--- src/rtl/idex_bypass_pkg.sv ---
`default_nettype none
// ============================================================================
// Module : idex_bypass_pkg
// Brief  : Shared constants and helpers for the ID/EX bypass pipeline stage.
// Rev    : 1.0
// ============================================================================
package idex_bypass_pkg;

    localparam int c_XLEN       = 32;
    localparam int c_REG_ADDR_W = 5;
    localparam int c_FWD_W      = 3;

    localparam logic [c_REG_ADDR_W-1:0] c_X0_ADDR = '0;

    // Bit positions inside the packed per-operand forward-select vector
    localparam int c_FWD_ALU     = 0;
    localparam int c_FWD_MEM_ALU = 1;
    localparam int c_FWD_MEM     = 2;

    function automatic logic fwd_multi_hot(input logic [c_FWD_W-1:0] sel);
        return ($countones(sel) > 1);
    endfunction

endpackage : idex_bypass_pkg
`default_nettype wire

--- src/rtl/idex_bypass_byp_mux.sv ---
`default_nettype none
// ============================================================================
// Module : byp_mux
// Brief  : Priority operand select: x0, EX ALU, MEM ALU, MEM load, WB, regfile.
// Rev    : 1.0
// ============================================================================
module byp_mux
    import idex_bypass_pkg::*;
#(
    parameter int XLEN = c_XLEN
) (
    input  logic [c_REG_ADDR_W-1:0] i_raddr,
    input  logic [XLEN-1:0]         i_rdata,
    input  logic [c_FWD_W-1:0]      i_fwd,
    input  logic [XLEN-1:0]         i_ex_alu_res,
    input  logic [XLEN-1:0]         i_mem_alu_res,
    input  logic [XLEN-1:0]         i_mem_rdata,
    input  logic                    i_wb_wen,
    input  logic [c_REG_ADDR_W-1:0] i_wb_waddr,
    input  logic [XLEN-1:0]         i_wb_wdata,
    output logic [XLEN-1:0]         o_op,
    output logic                    o_multi_hot
);

    always_comb begin
        o_op = i_rdata;
        if (i_raddr == c_X0_ADDR) begin
            o_op = '0;
        end else if (i_fwd[c_FWD_ALU]) begin
            o_op = i_ex_alu_res;
        end else if (i_fwd[c_FWD_MEM_ALU]) begin
            o_op = i_mem_alu_res;
        end else if (i_fwd[c_FWD_MEM]) begin
            o_op = i_mem_rdata;
        end else if (i_wb_wen && (i_wb_waddr == i_raddr)) begin
            o_op = i_wb_wdata;
        end
    end

    assign o_multi_hot = fwd_multi_hot(i_fwd);

endmodule : byp_mux
`default_nettype wire

--- src/rtl/idex_bypass.sv ---
`default_nettype none
// ============================================================================
// Module : idex_bypass
// Brief  : ID/EX pipeline register with operand bypass, bubble insertion,
//          saturating halt-bubble counter and sticky multi-hot forward flag.
// Rev    : 1.0
// ============================================================================
module idex_bypass
    import idex_bypass_pkg::*;
#(
    parameter int XLEN  = c_XLEN,
    parameter int CNT_W = 16
) (
    input  logic                    i_clk,
    input  logic                    i_rst_n,
    input  logic                    i_halt,
    input  logic                    i_flush,
    input  logic                    i_valid,
    input  logic [c_REG_ADDR_W-1:0] i_rs1_raddr,
    input  logic [c_REG_ADDR_W-1:0] i_rs2_raddr,
    input  logic [XLEN-1:0]         i_rs1_rdata,
    input  logic [XLEN-1:0]         i_rs2_rdata,
    input  logic [c_REG_ADDR_W-1:0] i_rd_waddr,
    input  logic                    i_rd_wen,
    input  logic                    i_is_load,
    input  logic                    i_frwd_alu_op1,
    input  logic                    i_frwd_alu_op2,
    input  logic                    i_frwd_mem_alu_op1,
    input  logic                    i_frwd_mem_alu_op2,
    input  logic                    i_frwd_mem_op1,
    input  logic                    i_frwd_mem_op2,
    input  logic [XLEN-1:0]         i_ex_alu_res,
    input  logic [XLEN-1:0]         i_mem_alu_res,
    input  logic [XLEN-1:0]         i_mem_rdata,
    input  logic                    i_wb_wen,
    input  logic [c_REG_ADDR_W-1:0] i_wb_waddr,
    input  logic [XLEN-1:0]         i_wb_wdata,
    output logic                    o_ex_valid,
    output logic [XLEN-1:0]         o_ex_op1,
    output logic [XLEN-1:0]         o_ex_op2,
    output logic [c_REG_ADDR_W-1:0] o_ex_rd_waddr,
    output logic                    o_ex_rd_wen,
    output logic                    o_ex_is_load,
    output logic [CNT_W-1:0]        o_bubble_cnt,
    output logic                    o_fwd_err
);

    localparam logic [CNT_W-1:0] c_CNT_MAX = {CNT_W{1'b1}};

    logic [c_FWD_W-1:0]      w_fwd_op1;
    logic [c_FWD_W-1:0]      w_fwd_op2;
    logic [XLEN-1:0]         w_op1;
    logic [XLEN-1:0]         w_op2;
    logic                    w_mh_op1;
    logic                    w_mh_op2;

    logic                    r_ex_valid;
    logic [XLEN-1:0]         r_ex_op1;
    logic [XLEN-1:0]         r_ex_op2;
    logic [c_REG_ADDR_W-1:0] r_ex_rd_waddr;
    logic                    r_ex_rd_wen;
    logic                    r_ex_is_load;
    logic [CNT_W-1:0]        r_bubble_cnt;
    logic                    r_fwd_err;

    always_comb begin
        w_fwd_op1                = '0;
        w_fwd_op1[c_FWD_ALU]     = i_frwd_alu_op1;
        w_fwd_op1[c_FWD_MEM_ALU] = i_frwd_mem_alu_op1;
        w_fwd_op1[c_FWD_MEM]     = i_frwd_mem_op1;
        w_fwd_op2                = '0;
        w_fwd_op2[c_FWD_ALU]     = i_frwd_alu_op2;
        w_fwd_op2[c_FWD_MEM_ALU] = i_frwd_mem_alu_op2;
        w_fwd_op2[c_FWD_MEM]     = i_frwd_mem_op2;
    end

    byp_mux #(.XLEN(XLEN)) u_byp_op1 (
        .i_raddr       (i_rs1_raddr),
        .i_rdata       (i_rs1_rdata),
        .i_fwd         (w_fwd_op1),
        .i_ex_alu_res  (i_ex_alu_res),
        .i_mem_alu_res (i_mem_alu_res),
        .i_mem_rdata   (i_mem_rdata),
        .i_wb_wen      (i_wb_wen),
        .i_wb_waddr    (i_wb_waddr),
        .i_wb_wdata    (i_wb_wdata),
        .o_op          (w_op1),
        .o_multi_hot   (w_mh_op1)
    );

    byp_mux #(.XLEN(XLEN)) u_byp_op2 (
        .i_raddr       (i_rs2_raddr),
        .i_rdata       (i_rs2_rdata),
        .i_fwd         (w_fwd_op2),
        .i_ex_alu_res  (i_ex_alu_res),
        .i_mem_alu_res (i_mem_alu_res),
        .i_mem_rdata   (i_mem_rdata),
        .i_wb_wen      (i_wb_wen),
        .i_wb_waddr    (i_wb_waddr),
        .i_wb_wdata    (i_wb_wdata),
        .o_op          (w_op2),
        .o_multi_hot   (w_mh_op2)
    );

    // Bubbles clear wen/is_load too, so the hazard unit never sees a phantom writer
    always_ff @(posedge i_clk) begin
        if (!i_rst_n) begin
            r_ex_valid    <= 1'b0;
            r_ex_op1      <= '0;
            r_ex_op2      <= '0;
            r_ex_rd_waddr <= '0;
            r_ex_rd_wen   <= 1'b0;
            r_ex_is_load  <= 1'b0;
            r_bubble_cnt  <= '0;
            r_fwd_err     <= 1'b0;
        end else if (i_flush || i_halt) begin
            r_ex_valid    <= 1'b0;
            r_ex_op1      <= '0;
            r_ex_op2      <= '0;
            r_ex_rd_waddr <= '0;
            r_ex_rd_wen   <= 1'b0;
            r_ex_is_load  <= 1'b0;
            if (!i_flush && (r_bubble_cnt != c_CNT_MAX)) begin
                r_bubble_cnt <= r_bubble_cnt + CNT_W'(1);
            end
        end else begin
            r_ex_valid    <= i_valid;
            r_ex_op1      <= w_op1;
            r_ex_op2      <= w_op2;
            r_ex_rd_waddr <= i_valid ? i_rd_waddr : '0;
            r_ex_rd_wen   <= i_valid & i_rd_wen;
            r_ex_is_load  <= i_valid & i_is_load;
            if (w_mh_op1 || w_mh_op2) begin
                r_fwd_err <= 1'b1;
            end
        end
    end

    assign o_ex_valid    = r_ex_valid;
    assign o_ex_op1      = r_ex_op1;
    assign o_ex_op2      = r_ex_op2;
    assign o_ex_rd_waddr = r_ex_rd_waddr;
    assign o_ex_rd_wen   = r_ex_rd_wen;
    assign o_ex_is_load  = r_ex_is_load;
    assign o_bubble_cnt  = r_bubble_cnt;
    assign o_fwd_err     = r_fwd_err;

endmodule : idex_bypass
`default_nettype wire
--- config.mk ---
export PLATFORM = sky130hd
export DESIGN_NAME = idex_bypass
export DESIGN_NICKNAME = d
export VERILOG_FILES = /design/src/rtl/idex_bypass_pkg.sv /design/src/rtl/idex_bypass_byp_mux.sv /design/src/rtl/idex_bypass.sv
export SDC_FILE = /design/constraint.sdc
export NUM_CORES = 1
export LEC_CHECK = 0
export CORE_MARGIN = 2
export CORE_UTILIZATION = 40
export CTS_CLUSTER_DIAMETER = 50
export DETAILED_ROUTE_END_ITERATION = 8
export GPL_TIMING_DRIVEN = 0
export PLACE_DENSITY = 0.83
export SYNTH_ARGS = -nofsm -noshare
export SYNTH_HDL_FRONTEND = slang
export SYNTH_HIERARCHICAL = 1
export SYNTH_SLANG_ARGS = --single-unit
export TNS_END_PERCENT = 1
--- constraint.sdc ---
create_clock -name i_clk -period 5 [get_ports i_clk]
set_clock_uncertainty 0.05 [all_clocks]
set_input_delay 0.5 -clock i_clk [delete_from_list [all_inputs] [get_ports i_clk]]
set_output_delay 0.5 -clock i_clk [all_outputs]
set_load 0.01 [all_outputs]
After elaboration in Yosys (flattened, before gate mapping)
Cells that the tools add are included.
{"block": "op_classes", "addsub": 5, "order_cmp": 2, "eq_ne": 3, "muxes": 8, "bitwise_logic": 5, "reduce_logical": 14}
{"operator": "32-bit 2-to-1 mux", "count": 8}
{"operator": "32-bit by 1-bit adder with 32-bit output", "count": 2}
{"operator": "32-bit by 2-bit > comparator with 1-bit output (second input constant)", "count": 2}
{"operator": "16-bit by 1-bit adder with 16-bit output (second input constant)", "count": 1}
{"operator": "16-bit inequality test (second input constant)", "count": 1}
{"operator": "5-bit == test", "count": 2}
{"operator": "5-bit logical NOT", "count": 2}
{"operator": "3-bit OR reduction", "count": 3}
{"operator": "1-bit by 1-bit adder with 2-bit output", "count": 2}
{"operator": "2-bit AND reduction", "count": 2}
{"operator": "1-bit logical AND", "count": 3}
{"operator": "1-bit NOT", "count": 3}
{"operator": "1-bit AND", "count": 2}
{"operator": "1-bit logical OR", "count": 2}
{"operator": "2-bit OR reduction", "count": 1}
{"operator": "1-bit logical NOT", "count": 1}
{"block": "totals", "ff_bits": 89, "input_bits": 226, "output_inout_bits": 89, "wordCells": 45}

Depth between registers and ports, before layout
Gate-level depths: netlist of the first run.
{"block": "depth", "word_depth": 6, "mapped_depth": 8}

Cells and area by module
Netlist of the first run, hierarchy kept.
{"mod": "byp_mux", "instances": 2, "cells_each": 314, "area_per_inst_um2": 2229.6}
{"mod": "idex_bypass", "instances": 1, "cells_each": 255, "area_per_inst_um2": 2788.9}

Least setup slack after synthesis of the first run
OpenSTA, ideal clock, no wires.
{"block": "synth_path", "kind": "in2reg", "start": "input i_flush", "end": "register r_bubble_cnt[11], in the netlist o_bubble_cnt[11]", "setup_ps": 70, "arrival_ps": 1797, "required_time_ps": 4880, "slack_ps": 3082, "path_stages": 5, "path_cell_list": "nand4b_1 -> or3_1 -> buf_2 -> or4_1 -> a21oi_1"}
{"block": "synth_via", "elab_chain_cells": 3, "word_cells_on_any_way": 4, "cone_classes": "reduce/logical: 4"}
{"element": "start, declared", "line_no": "idex_bypass.sv:17", "text": "input logic i_flush,"}
{"element": "1-bit logical NOT", "line_no": "idex_bypass.sv:123", "text": "if (!i_flush && (r_bubble_cnt != c_CNT_MAX)) begin"}
{"element": "1-bit logical AND", "line_no": "idex_bypass.sv:123"}
{"element": "2-bit AND reduction (no source line) *"}
{"element": "end signal, assigned", "line_no": "idex_bypass.sv:124", "text": "r_bubble_cnt <= r_bubble_cnt + CNT_W'(1);"}
{"element": "end, declared", "line_no": "idex_bypass.sv:63", "text": "logic [CNT_W-1:0] r_bubble_cnt;"}
Mark *: on every way between the ends. The rest lies on a longest branch, timed or not.
A chain may end at the register's enable or synchronous reset.

Final worst setup path of the first run
{"block": "layout_path", "start": "input i_wb_waddr[2]", "end": "register r_ex_op2[22], in the netlist o_ex_op2[22]"}
{"block": "layout_via", "elab_chain_cells": 6}
{"element": "start, declared", "line_no": "idex_bypass.sv:36", "text": "input logic [c_REG_ADDR_W-1:0] i_wb_waddr,"}
{"element": "5-bit == test", "line_no": "idex_bypass_byp_mux.sv:35", "text": "end else if (i_wb_wen && (i_wb_waddr == i_raddr)) begin"}
{"element": "1-bit logical AND", "line_no": "idex_bypass_byp_mux.sv:35"}
{"element": "32-bit 2-to-1 mux", "line_no": "idex_bypass_byp_mux.sv:35"}
{"element": "32-bit 2-to-1 mux", "line_no": "idex_bypass_byp_mux.sv:33", "text": "end else if (i_fwd[c_FWD_MEM]) begin"}
{"element": "32-bit 2-to-1 mux", "line_no": "idex_bypass_byp_mux.sv:31", "text": "end else if (i_fwd[c_FWD_MEM_ALU]) begin"}
{"element": "32-bit 2-to-1 mux", "line_no": "idex_bypass_byp_mux.sv:29", "text": "end else if (i_fwd[c_FWD_ALU]) begin"}
{"element": "end signal, assigned", "line_no": "idex_bypass.sv:129", "text": "r_ex_op2 <= w_op2;"}
{"element": "end, declared", "line_no": "idex_bypass.sv:59", "text": "logic [XLEN-1:0] r_ex_op2;"}
Every way passes these cells.

==> results of run 1 <==
## worst register-to-register path: cells and delay by family, from the launching register on
family,cells,cell delay [ns]
and+or+nand+nor,3,1.17
DFF,1,0.40
adders and majority gates,1,0.24
AOI/OAI and AO/OA,1,0.14
## metrics by stage
step | hold WS [ns] | std cells
after floorplan | 0.4125 | 883
after global placement | 0.3779 | 1424
after detailed placement | 0.3859 | 1424
after CTS | 0.4130 | 1440
after global routing | 0.4504 | 1442
final | 0.4050 | 1443
## how the worst max path moves through the flow
stage	end	slack, ns	cells past startpoint
final	o_ex_op2[22]	2.39	8
after global routing	o_fwd_err	2.32	6
after CTS	o_fwd_err	2.50	6
after detailed placement	o_fwd_err	2.14	5
after global placement	o_fwd_err	2.14	5
after floorplan	o_bubble_cnt[11]	3.08	5
## per-layer routing
metal	vias up	track usage	wire length [µm]	part of all wire
li1	3968	-	-	-
met1	4064	0.4179	12690	0.39
met2	686	0.5042	14640	0.45
met3	113	0.07528	3537	0.11
met4	0	0.1616	1540	0.048
met5	-	0	0	0
## where the power goes
| group | switching [mW] | internal [mW] | total (mW) |
|---|---|---|---|
| logic | 0.335 | 0.350 | 0.685 |
| clock network | 0.335 | 0.348 | 0.683 |
| registers | 0.00749 | 0.729 | 0.737 |
## sequential cells by signal (all words and copies together) (netlist names)
signal / count
o_ex_is_load: 1
o_ex_rd_wen: 1
o_ex_valid: 1
o_ex_op1: 32
o_ex_op2: 32
o_fwd_err: 1
o_bubble_cnt: 16
o_ex_rd_waddr: 5
## kinds of logic (layout without fill, tap and decap cells)
logic type / after synthesis / after routing / synth area share
buffers and inverters: 162 / 490 / 0.09373
AO/OA/AOI/OAI: 410 / 410 / 0.4597
flip-flops: 89 / 89 / 0.2458
multiplexers: 4 / 4 / 0.005524
other: 0 / 3 / 0
XOR/XNOR: 10 / 10 / 0.01208
AND/OR/NAND/NOR: 205 / 205 / 0.1780
adder cells (fa/ha/maj): 3 / 3 / 0.005179
## cells in the final DEF (no fill, tap or decap), drive strengths merged, types with 2 or more instances in the layout
cell	instances
clkbuf	70
or4	8
a21o	3
nor2	5
or3	4
nand4	4
nor3	6
ha	3
a2bb2oi	62
nand2b	69
nor2b	2
nor3b	3
a211oi	127
a21oi	75
and2	69
inv	72
xnor2	2
diode	3
a211o	62
nand3	2
and3	8
buf	33
o31ai	7
nor4	4
o211ai	64
dfxtp	89
nand2	14
xor2	8
mux2i	4
o2111ai	2
clkinv	2
clkdlybuf4s50	312
or2	3
or3b	2
o21ai	7
## layout make-up
type / instances / area (µm²)
timing repair buffer: 312 / 3123
clock buffer: 9 / 225.2
sequential: 89 / 1782
inverter: 68 / 255.2
fill: 1588 / 6889
tap: 229 / 286.5
antenna: 3 / 7.507
clock inverter: 7 / 61.31
multi-input combinational: 632 / 4787
buffer: 94 / 424.2
==> out/results.txt, run 1 <==
Outcome: completed
Power per cell area: 192.2 nW/µm²
Post-synth EDFFs: 0
# H-tree levels: 3
Worst min path class: reg2reg
Clock buffer count from CTS: 9
Core Area: 17840 µm²
First-pass GRT wire length: 48.87 mm
Maximum number of pins on one net before global-route repair: 18
Worst-path maximum fanout: 10
Number of buffers inserted by post-CTS setup repair: 0
Area of the mapped netlist: 7248 µm²
Final setup violation count: 0
CP max-delay cell: sky130_fd_sc_hd__clkbuf_1
Worst-path cell chain: clkdlybuf4s50_1 -> xnor2_1 -> and2_0 -> clkbuf_1 -> clkbuf_1 -> a21oi_1 -> a211oi_2 -> and2_1
Top post-synthesis cells by area: sky130_fd_sc_hd__dfxtp_1, sky130_fd_sc_hd__a211oi_2, sky130_fd_sc_hd__a211o_1
WL/cell: 22.46 µm
Cell area after placement: 10660 µm²
Stage delay of the slowest cell on the critical path: 0.56 ns
Number of distinct library cells after synthesis: 42
Max clock buf depth: 2
Nets: 1435
Hold violation total from the final report: 0
Tmin final: 2.610 ns
GRT Util Overall: 0.3222
Clock Sink Count: 89
Routability-driven placement congestion ratio: 0.9281
Endpoint type of the worst setup path: flip-flop
Fmax achieved: 383.2 MHz
Synth warn: 6
FF-to-FF End: o_bubble_cnt[12]
Primary FF master, synth: sky130_fd_sc_hd__dfxtp_1
X dimension of the die: 138.6 µm
Final design area excluding fillers: 10950 µm²
Latest clock arrival within the worst-skew pair: 0.36 ns
Number of top-level pins: 315
Post-cts hold buffer count: 0
Source of the worst hold timing path: o_fwd_err
Total power after layout: 2.105 mW
Bufs and invs on worst path: 3
Area of the die: 19210 µm²
Setup TNS: 0 ns
Detailed placer's ending HPWL: 23.96 mm
Slack of the worst reg-to-reg path: 2.93 ns
Post-synthesis cell type with the largest combined area: sky130_fd_sc_hd__dfxtp_1
Hold-critical path endpoint: o_fwd_err
Reg2reg path depth: 5
Most used standard cell by instance count after synthesis: sky130_fd_sc_hd__dfxtp_1
Arrival time of data at the critical path endpoint: 2.86 ns
Crit-path most repeated cell: sky130_fd_sc_hd__clkbuf_1
Post-synthesis sequential element count: 89
First-iteration detailed-routing DRC count: 1099
Number of detailed-routing iterations run before antenna repair: 5
Mapped Avg Cell Area: 8.209 µm²
Effective utilization at floorplan: 0.4063
Number of max-cap violations: 0
Via count: 8831
Clock transition at the register clock pins on the worst setup and hold paths after CTS: 0.08 ns
Pins over their slew limit: 0
Syn_nets: 1112
# port buffers: 312
Top Family by Delay on Critical Path: buffers and inverters
Antenna Nets Post-Route: 0
Residual DRC count: 0
Fraction of synthesized cell area taken by the top area cell type: 0.2458
DR vias/cell: 6.120
Share of flip-flops with an asynchronous set or reset: 0
Final standard cell utilization of the core: 0.6139
Number of rows in the core area: 49
Total grt overflow: 0
Area Overhead vs Synth: 51.10%
Leakage Power: 4.024 nW
Sequential-to-total area share from yosys stat: 0.2458
Chip height: 138.6 µm
Slack of the critical path: 2.390 ns
Post-CTS Resized: 0
Setup repair after global routing missed its margin: false
Final worst path period share: 0.5219
Crit path required time: 5.25 ns
Number of antenna violations at the first check in global routing: 3
Share of cells above drive strength 1: 0.09249
Most common library cells after synthesis: sky130_fd_sc_hd__dfxtp_1, sky130_fd_sc_hd__a21oi_1, sky130_fd_sc_hd__nand2b_1
Slew at the pin closest to its max-slew limit: 1.051 ns
Via count of the first global-routing pass: 8538
Synthesized netlist cell count: 883
CTS tree: yes
Type of origin of the critical path: input pin
Rel. slew slack: 0.2941
Pre-CTS setup slack: 2.140 ns
Critical Path Source: i_wb_waddr[2]
Min-Delay Path Depth: 2
Clock tree root driver cell: sky130_fd_sc_hd__clkbuf_16
DRT Wirelength: 32.41 mm
Worst Path Class, Setup: in2reg
Critical R2R Launch: o_bubble_cnt[0]
Largest voltage drop on the vdd net: 0.2473 mV
Power figures use the tool's default switching activity.
==> inputs of run 2 (changes only) <==
Settings changed: CORE_UTILIZATION 40 to 39, PLACE_DENSITY 0.83 to 0.84.
Clock period 5 ns to 2.2 ns, I/O delays scaled along.
==> out/results.txt, run 2 (synthesized netlist as in run 1, its figures left out) <==
Worst Path Class, Setup: in2reg (unchanged)
First-pass GRT wire length: 47.86 mm (was 48.87 mm)
Met3 routed wirelength: 3.667 mm (was 3.537 mm)
Sequential cell area: 1782 µm² (unchanged)
Arrival time of data at the critical path endpoint: 2.42 ns (was 2.86 ns)
Total grt overflow: 0 (unchanged)
Hold-critical path endpoint: o_ex_rd_wen (was o_fwd_err)
Core Area: 18090 µm² (was 17840 µm²)
FF-to-FF End: o_bubble_cnt[12] (unchanged)
Clock tree root driver cell: sky130_fd_sc_hd__clkbuf_16 (unchanged)
Fmax achieved: 458.1 MHz
DRT Wirelength: 32.47 mm (was 32.41 mm)
Most common cell after layout, fill and taps aside: sky130_fd_sc_hd__clkdlybuf4s50_1 (unchanged)
Critical R2R Launch: o_bubble_cnt[0] (unchanged)
Post-cts hold buffer count: 0 (unchanged)
Share of cells above drive strength 1: 0.1016 (was 0.09249)
Hold violation total from the final report: 0 (unchanged)
Final worst path period share: 0.9922
Final setup violation count: 0 (unchanged)
Worst min path class: in2reg (was reg2reg)
Number of max-cap violations: 0 (unchanged)
Min-Delay Path Depth: 2 (unchanged)
Via count of the first global-routing pass: 8316 (was 8538)
Area of the die: 19690 µm² (was 19210 µm²)
Number of buffers inserted by post-CTS setup repair: 0 (unchanged)
Routed met2 length: 14.52 mm (was 14.64 mm)
FILL cells: 1563 (was 1588)
Clock Sink Count: 89 (unchanged)
Maximum number of pins on one net before global-route repair: 16 (was 18)
Largest voltage drop on the vdd net: 0.3715 mV (was 0.2473 mV)
Latest clock arrival within the worst-skew pair: 0.35 ns (was 0.36 ns)
Slack of the worst reg-to-reg path: 0.20 ns (was 2.93 ns)
Number of antenna violations at the first check in global routing: 3 (unchanged)
Number of rows in the core area: 49 (unchanged)
Number of top-level pins: 315 (unchanged)
# port buffers: 312 (unchanged)
Area Overhead vs Synth: 51.56% (was 51.10%)
Detailed placer's ending HPWL: 24.12 mm (was 23.96 mm)
Chip height: 140.3 µm (was 138.6 µm)
Clock buffer count from CTS: 9 (unchanged)
Worst-path maximum fanout: 10 (unchanged)
Wl on met1: 12.53 mm (was 12.69 mm)
CTS tree: yes (unchanged)
Power per cell area: 443.1 nW/µm² (was 192.2 nW/µm²)
Number of detailed-routing iterations run before antenna repair: 8 (was 5)
Tmin final: 2.183 ns
Reg2reg path depth: 5 (unchanged)
X dimension of the die: 140.3 µm (was 138.6 µm)
Rel. slew slack: 0.4962 (was 0.2941)
Leakage Power: 4.068 nW (was 4.024 nW)
Worst hold-check slack: 0.4012 ns (was 0.4050 ns)
Setup TNS: 0 ns (unchanged)
Critical Path Source: i_frwd_alu_op2 (was i_wb_waddr[2])
Most frequent cells in the layout: sky130_fd_sc_hd__clkdlybuf4s50_1, sky130_fd_sc_hd__dfxtp_1, sky130_fd_sc_hd__a21oi_1 (unchanged)
Antenna Nets Post-Route: 0 (unchanged)
Setup repair after global routing missed its margin: true (was false)
Pins over their slew limit: 0 (unchanged)
Top metal layer carrying routed signals: met5 (was met4)
Max clock buf depth: 2 (unchanged)
Effective utilization at floorplan: 0.4008 (was 0.4063)
Endpoint type of the worst setup path: flip-flop (unchanged)
Area of the multi-input gates: 4792 µm² (was 4787 µm²)
Routability-driven placement congestion ratio: 0.9365 (was 0.9281)
Nets: 1435 (unchanged)
Total power after layout: 4.867 mW (was 2.105 mW)
First-iteration detailed-routing DRC count: 1083 (was 1099)
Crit path required time: 2.44 ns (was 5.25 ns)
Residual DRC count: 0 (unchanged)
Source of the worst hold timing path: i_rd_wen (was o_fwd_err)
Clock transition at the register clock pins on the worst setup and hold paths after CTS: 0.07 ns (was 0.08 ns)
DR vias/cell: 6.113 (was 6.120)
Outcome: completed (unchanged)
WL/cell: 22.53 µm (was 22.46 µm)
# H-tree levels: 3 (unchanged)
Slew at the pin closest to its max-slew limit: 0.7557 ns (was 1.051 ns)
Via count: 8809 (was 8831)
GRT Util Overall: 0.3121 (was 0.3222)
Type of origin of the critical path: input pin (unchanged)
run 2: worst max-delay path by stage:
stage,end,slack [ns],cells past startpoint
4_1_cts,o_ex_op1[22],0.001,7
6_report,o_ex_op2[7],0.02,7
3_3_place_gp,o_ex_op2[12],-0.37,5
3_5_place_dp,o_fwd_err,-0.39,5
5_1_grt,o_ex_op1[22],-0.02,8
2_1_floorplan,o_bubble_cnt[12],0.30,5
run 2: layer usage:
| metal | vias up | GRT usage |
|---|---|---|
| met5 | - | 0 |
| met4 | 4 | 0.1515 |
| met3 | 157 | 0.07179 |
| met2 | 684 | 0.4969 |
| met1 | 3995 | 0.3983 |
| li1 | 3969 | - |
run 2: repair_timing:
item,4_1_cts,5_1_grt
gates cloned,0,0
setup endpoints to repair,4,18
gates resized for setup,1,21
pin swaps,0,1
run 2: power breakdown:
| part | internal [mW] | switching (mW) | total, mW | leakage [nW] |
|---|---|---|---|---|
| Combinational | 0.798 | 0.762 | 1.56 | 3.19 |
| Sequential | 1.66 | 0.0168 | 1.68 | 0.723 |
| Clock | 0.917 | 0.715 | 1.63 | 0.153 |
run 2: critical path, cell delays in order:
cell and delay (ns):
sky130_fd_sc_hd__clkdlybuf4s50_1 0.50, sky130_fd_sc_hd__buf_2 0.29, sky130_fd_sc_hd__buf_2 0.32, sky130_fd_sc_hd__clkbuf_1 0.50, sky130_fd_sc_hd__o211ai_1 0.22, sky130_fd_sc_hd__a211oi_2 0.19
sky130_fd_sc_hd__and2_1 0.17
run 2: area by class of cell:
class                   count  share of cell area
multi-input cells         632              0.4362
repair buffers            312              0.2843
flip-flops and latches     89              0.1622
plain buffers              94             0.03998
well taps                 229             0.02608
inverters                  68             0.02323
clock buffers              10             0.02175
clock inverters             6            0.006036
diodes                      1           0.0002278
run 2: stage by stage:
stage | area [µm²] | util | setup slack (ns) | std cells
final | 10990 | 0.6074 | 0.01725 | 1441
after global routing | 10980 | 0.6073 | -0.01679 | 1440
after CTS | 10970 | 0.6064 | 0.001108 | 1440
after floorplan | 7248 | - | 0.3040 | 883
after global placement | 10660 | 0.5893 | -0.3677 | 1424
after detailed placement | 10660 | 0.5893 | -0.3895 | 1424
